--- config.mk ---
export PLATFORM = sky130hd
export DESIGN_NAME = conv_param
export DESIGN_NICKNAME = d
export VERILOG_FILES = /design/src/rtl/conv_param.sv
export SDC_FILE = /design/constraint.sdc
export NUM_CORES = 1
export LEC_CHECK = 0
export ABC_CLOCK_PERIOD_IN_PS = 23700
export BUFFER_PORTS_ARGS = -buffer_cell sky130_fd_sc_hd__buf_2
export CAP_MARGIN = 20
export CORE_MARGIN = 4
export CORE_UTILIZATION = 45
export DETAILED_ROUTE_END_ITERATION = 6
export PLACE_DENSITY_LB_ADDON = 0.1
export SETUP_SLACK_MARGIN = 0.3
export SKIP_LAST_GASP = 1
export SLEW_MARGIN = 20
export SYNTH_ARGS = -nofsm -noshare
export SYNTH_HDL_FRONTEND = slang
export SYNTH_SLANG_ARGS = --single-unit
--- constraint.sdc ---
create_clock -name clk -period 23.7 [get_ports clk]
set_input_delay 5.925 -clock clk [delete_from_list [all_inputs] [get_ports clk]]
set_output_delay 5.925 -clock clk [all_outputs]
set_load 0.01 [all_outputs]
--- src/rtl/conv_param.sv ---
// conv_param: parametrised valid-mode 1-D convolution engine.
// Loads N samples and M taps, then streams N-M+1 results with optional ReLU.
module conv_param #(
    parameter  int N  = 12,
    parameter  int M  = 5,
    parameter  int T  = 10,
    localparam int YW = 2*T + $clog2(M)
) (
    input  logic                 clk,
    input  logic                 reset_n,
    input  logic signed [T-1:0]  x_data,
    input  logic                 x_valid,
    output logic                 x_ready,
    input  logic signed [T-1:0]  f_data,
    input  logic                 f_valid,
    output logic                 f_ready,
    input  logic                 relu_en,
    output logic signed [YW-1:0] y_data,
    output logic                 y_valid,
    input  logic                 y_ready
);

    localparam int CW = $clog2(N+1);
    localparam int XW = $clog2(N);
    localparam int FW = $clog2(M);
    localparam int GW = YW - 2*T;
    localparam logic [CW-1:0] NC = CW'(N);
    localparam logic [CW-1:0] MC = CW'(M);
    localparam logic [CW-1:0] KL = CW'(N-M);

    typedef enum logic [1:0] {
        S_LOAD,
        S_COMPUTE,
        S_OUTPUT
    } state_t;

    state_t                r_state;
    logic signed [T-1:0]   r_x [N];
    logic signed [T-1:0]   r_f [M];
    logic [CW-1:0]         r_xcnt;
    logic [CW-1:0]         r_fcnt;
    logic [CW-1:0]         r_k;
    logic [CW-1:0]         r_j;
    logic signed [2*T-1:0] r_prod;
    logic signed [YW-1:0]  r_acc;
    logic signed [YW-1:0]  r_y;
    logic                  r_mode;
    logic                  r_xready;
    logic                  r_fready;
    logic                  r_yvalid;

    logic                  w_xacc;
    logic                  w_facc;
    logic [CW-1:0]         w_xcnt_nx;
    logic [CW-1:0]         w_fcnt_nx;
    logic [CW-1:0]         w_jc;
    logic [XW-1:0]         w_xi;
    logic [FW-1:0]         w_fi;
    logic signed [2*T-1:0] w_xe;
    logic signed [2*T-1:0] w_fe;
    logic signed [2*T-1:0] w_prod;
    logic signed [YW-1:0]  w_sum;
    logic signed [YW-1:0]  w_res;

    assign w_xacc    = x_valid && r_xready;
    assign w_facc    = f_valid && r_fready;
    assign w_xcnt_nx = r_xcnt + CW'(w_xacc);
    assign w_fcnt_nx = r_fcnt + CW'(w_facc);

    // Tap index is clamped on the drain cycle (r_j == M) so the
    // operand fetch never runs past the end of the stores.
    assign w_jc   = (r_j == MC) ? '0 : r_j;
    assign w_xi   = XW'(r_k + w_jc);
    assign w_fi   = FW'(w_jc);
    assign w_xe   = (2*T)'(r_x[w_xi]);
    assign w_fe   = (2*T)'(r_f[w_fi]);
    assign w_prod = w_xe * w_fe;

    // Product is registered, so the final sum adds the last product
    // on the drain cycle; ReLU clamps negatives when the mode bit is set.
    assign w_sum = r_acc + {{GW{r_prod[2*T-1]}}, r_prod};
    assign w_res = (r_mode && w_sum[YW-1]) ? '0 : w_sum;

    assign x_ready = r_xready;
    assign f_ready = r_fready;
    assign y_valid = r_yvalid;
    assign y_data  = r_y;

    // Load / MAC / output sequencer with registered handshake outputs.
    always_ff @(posedge clk or negedge reset_n) begin
        if (!reset_n) begin
            r_state  <= S_LOAD;
            r_xcnt   <= '0;
            r_fcnt   <= '0;
            r_k      <= '0;
            r_j      <= '0;
            r_prod   <= '0;
            r_acc    <= '0;
            r_y      <= '0;
            r_mode   <= 1'b0;
            r_xready <= 1'b0;
            r_fready <= 1'b0;
            r_yvalid <= 1'b0;
            for (int i = 0; i < N; i++) r_x[i] <= '0;
            for (int i = 0; i < M; i++) r_f[i] <= '0;
        end else begin
            unique case (r_state)
                S_LOAD: begin
                    if (w_xacc) r_x[r_xcnt[XW-1:0]] <= x_data;
                    if (w_facc) r_f[r_fcnt[FW-1:0]] <= f_data;
                    r_xcnt   <= w_xcnt_nx;
                    r_fcnt   <= w_fcnt_nx;
                    r_xready <= (w_xcnt_nx != NC);
                    r_fready <= (w_fcnt_nx != MC);
                    if (r_xcnt == NC && r_fcnt == MC) begin
                        r_state <= S_COMPUTE;
                        r_mode  <= relu_en;
                        r_k     <= '0;
                        r_j     <= '0;
                    end
                end
                S_COMPUTE: begin
                    r_prod <= w_prod;
                    r_acc  <= (r_j == '0) ? '0 : w_sum;
                    if (r_j == MC) begin
                        r_y      <= w_res;
                        r_yvalid <= 1'b1;
                        r_state  <= S_OUTPUT;
                    end else begin
                        r_j <= r_j + 1'b1;
                    end
                end
                S_OUTPUT: begin
                    if (y_ready) begin
                        r_yvalid <= 1'b0;
                        r_j      <= '0;
                        if (r_k != KL) begin
                            r_k     <= r_k + 1'b1;
                            r_state <= S_COMPUTE;
                        end else begin
                            r_k      <= '0;
                            r_xcnt   <= '0;
                            r_fcnt   <= '0;
                            r_xready <= 1'b1;
                            r_fready <= 1'b1;
                            r_state  <= S_LOAD;
                        end
                    end
                end
                default: r_state <= S_LOAD;
            endcase
        end
    end

endmodule

==> run metrics <==
status complete, no violations; Setup WS pre-CTS 14.87 ns; vias in the first global route 11,103; DR vias/cell 5.30; reg2reg end r_prod[19]$_DFFE_PN0P_; routability cong. 0.851; Avg WL per Cell 17.1 um; #FFs+latches synth 258; type of destination of the critical path flop; CTS resizes 0; clock root buffer clkbuf_16; width of the die 199 um; Synth top area share 0.394; most frequent CP cell inv_1; Data arrival, critical path 9.19 ns; Fmax 114 MHz; count of different cell masters after synthesis 59; min Tclk post-route 8.78 ns; Placed Area 17,100 um^2; synth warn 0; Hold Path Class reg -> reg; Hold Path Sink y_data[12]$_DFFE_PN0P_; gr usage total 0.181; H-tree lvl count 1; Final Setup Violations 0; diodes inserted 0; # DRC 0; share of cells above drive strength 1 0.209; Worst-Margin Slew 1.05 ns; max-slew violations 0; drt first pass iters 4; R2R cell count 33; Synth area leaders dfrtp_1 (39%), mux2_2 (12%), fa_1 (11%), ha_1 (6.2%), mux4_2 (4.1%); Detail Route Antenna Nets 0; final wirelength 34.3 mm; # clock sinks 258; slew margin rel. 0.303; DR iter-0 viols 523; first-pass GRT wire length 58.4 mm; critical path peak fanout 30; Std-Cell Rows 69; maxcap violations 0; clock buffer count from CTS 29; Area Overhead vs Synth 10.1%; Worst Setup Start Kind flop; Worst Skew 0.0262 ns; Synth Cell Area 16,400 um^2; via count 10,608; I/O pins 52; Post-CTS Setup Bufs 0; Overflow after GRT 0; Die Y 199 um; later-pin clock latency in the skew report 0.57 ns; clock buffer depth 3; Syn Inst Count 1,478; hold depth 2; PortBufs 51; hold buffers post-CTS 0; Setup Crit Path Kind reg -> reg; fin area 18,000 um^2; syn_nets 1,679; CTS tree built; hold path start y_data[12]$_DFFE_PN0P_; final count of hold timing violations 0; number of synthesized flops with an enable pin 0; Total Die Area 39,500 um^2; number of antenna violations at the first check in global routing 0; Async S/R FF share, synth 1.00; initial core utilization 0.458; synthesized area per cell 11.1 um^2; setup slack after layout 14.92 ns; r2r setup slk 14.92 ns; CTS clk-pin slew, worst paths 0.06 ns; Yosys top cell by area dfrtp_1; largest net degree at the start of global routing 115; Worst path max stage delay 0.80 ns; Core ar. 35,700 um^2; Sum Neg Setup Slack 0 ns; Top FF cell, synth dfrtp_1; DP HPWL 25.2 mm; fillcell total 3,272; nets@finish 1,723; Worst EP required 24.11 ns; sequential-to-total area share from yosys stat 0.394; reg-to-reg startpoint r_j[1]$_DFFE_PN0P_; CP max stage cell dfrtp_1; Period Utilization, post-route 0.371; RSZ-0062 raised after global routing false
state kept, by name, summed over array words and instances, names as in the netlist:
signal and cells:
r_x 120, r_f 50, r_acc 23, y_data 23, r_prod 20, r_fcnt 4, r_j 4, r_k 4
r_xcnt 4, r_state 2, f_ready 1, r_mode 1, x_ready 1, y_valid 1
how the worst max path moves through the flow:
stage / from / endpoint / slack, ns / cells after the start
after floorplan: r_j[1]$_DFFE_PN0P_ / r_prod[19]$_DFFE_PN0P_ / 15.90 / 35
after global placement: r_j[1]$_DFFE_PN0P_ / r_prod[19]$_DFFE_PN0P_ / 15.02 / 33
after detailed placement: r_j[1]$_DFFE_PN0P_ / r_prod[19]$_DFFE_PN0P_ / 14.87 / 33
after CTS: r_j[1]$_DFFE_PN0P_ / r_prod[19]$_DFFE_PN0P_ / 14.83 / 33
after global routing: r_j[1]$_DFFE_PN0P_ / r_prod[19]$_DFFE_PN0P_ / 14.27 / 33
final: r_j[1]$_DFFE_PN0P_ / r_prod[19]$_DFFE_PN0P_ / 14.92 / 33
worst max-delay path: cells and delay by family (launching register included):
family,cells,cell delay [ns]
flip-flops,1,0.80
XOR/XNOR,1,0.13
multiplexers,2,0.40
buffers and inverters,9,1.17
AO/OA/AOI/OAI,7,1.72
AND/OR/NAND/NOR,5,0.51
adder cells (fa/ha/maj),9,3.89
cells in the final DEF (no fill, tap or decap), types with 11 or more instances in the layout:
cell	instances
mux4_2	30
a22o_1	21
o21ai_1	12
o31ai_1	13
inv_1	144
xnor2_1	31
fa_1	94
mux2i_1	21
dfrtp_1	258
ha_1	80
a21o_1	17
buf_2	50
nor2_1	64
clkbuf_16	29
xor2_1	16
a21oi_1	37
clkbuf_1	12
mux2_2	170
nor2b_1	28
a211oi_1	14
buf_4	15
nand3_1	24
nand2_1	180
and2_1	11
o21ai_0	63
area by class of cell:
type / instances / area [um^2] / share of cell area
multi-input combinational: 1022 / 9180 / 0.509
sequential: 258 / 6460 / 0.358
clock buffer: 45 / 826 / 0.0458
tap: 461 / 577 / 0.0320
inverter: 144 / 541 / 0.0300
timing repair buffer: 67 / 398 / 0.0221
clock inverter: 6 / 52.6 / 0.00292
logic make-up after synthesis:
logic type / share of synthesized area
flip-flops: 0.394
multiplexers: 0.171
adder cells (fa/ha/maj): 0.177
AND/OR/NAND/NOR: 0.0977
XOR/XNOR: 0.0257
AO/OA/AOI/OAI: 0.0884
buffers and inverters: 0.0461
metrics by stage:
stage / hold WS [ns] / std cells / util
final: 0.468 / 2003 / 0.504
after CTS: 0.470 / 2002 / 0.504
after floorplan: 0.430 / 1478 / -
after detailed placement: 0.452 / 1951 / 0.479
after global routing: 0.484 / 2003 / 0.504
after global placement: 0.454 / 1951 / 0.479
cell usage after synthesis, drive strengths merged (10+ instances only):
cell / n
mux4: 30
nand2b: 10
buf: 13
nand2: 180
a21oi: 39
mux2: 170
xor2: 16
and2: 11
fa: 94
xnor2: 32
inv: 144
clkbuf: 41
o21ai: 75
nor2b: 28
dfrtp: 258
o31ai: 13
a22o: 21
nor2: 66
nor3: 11
a211oi: 15
ha: 81
nand3: 24
mux2i: 21
a21o: 17
layer usage:
layer  global-route usage  routed length [um]
met3               0.0220                 939
met4               0.0405                 757
met5                    0                   0
met1                0.258               16600
met2                0.299               16100
Power is not shown: default switching activity piles up to over one toggle a cycle in this logic, so the estimate is an artifact.
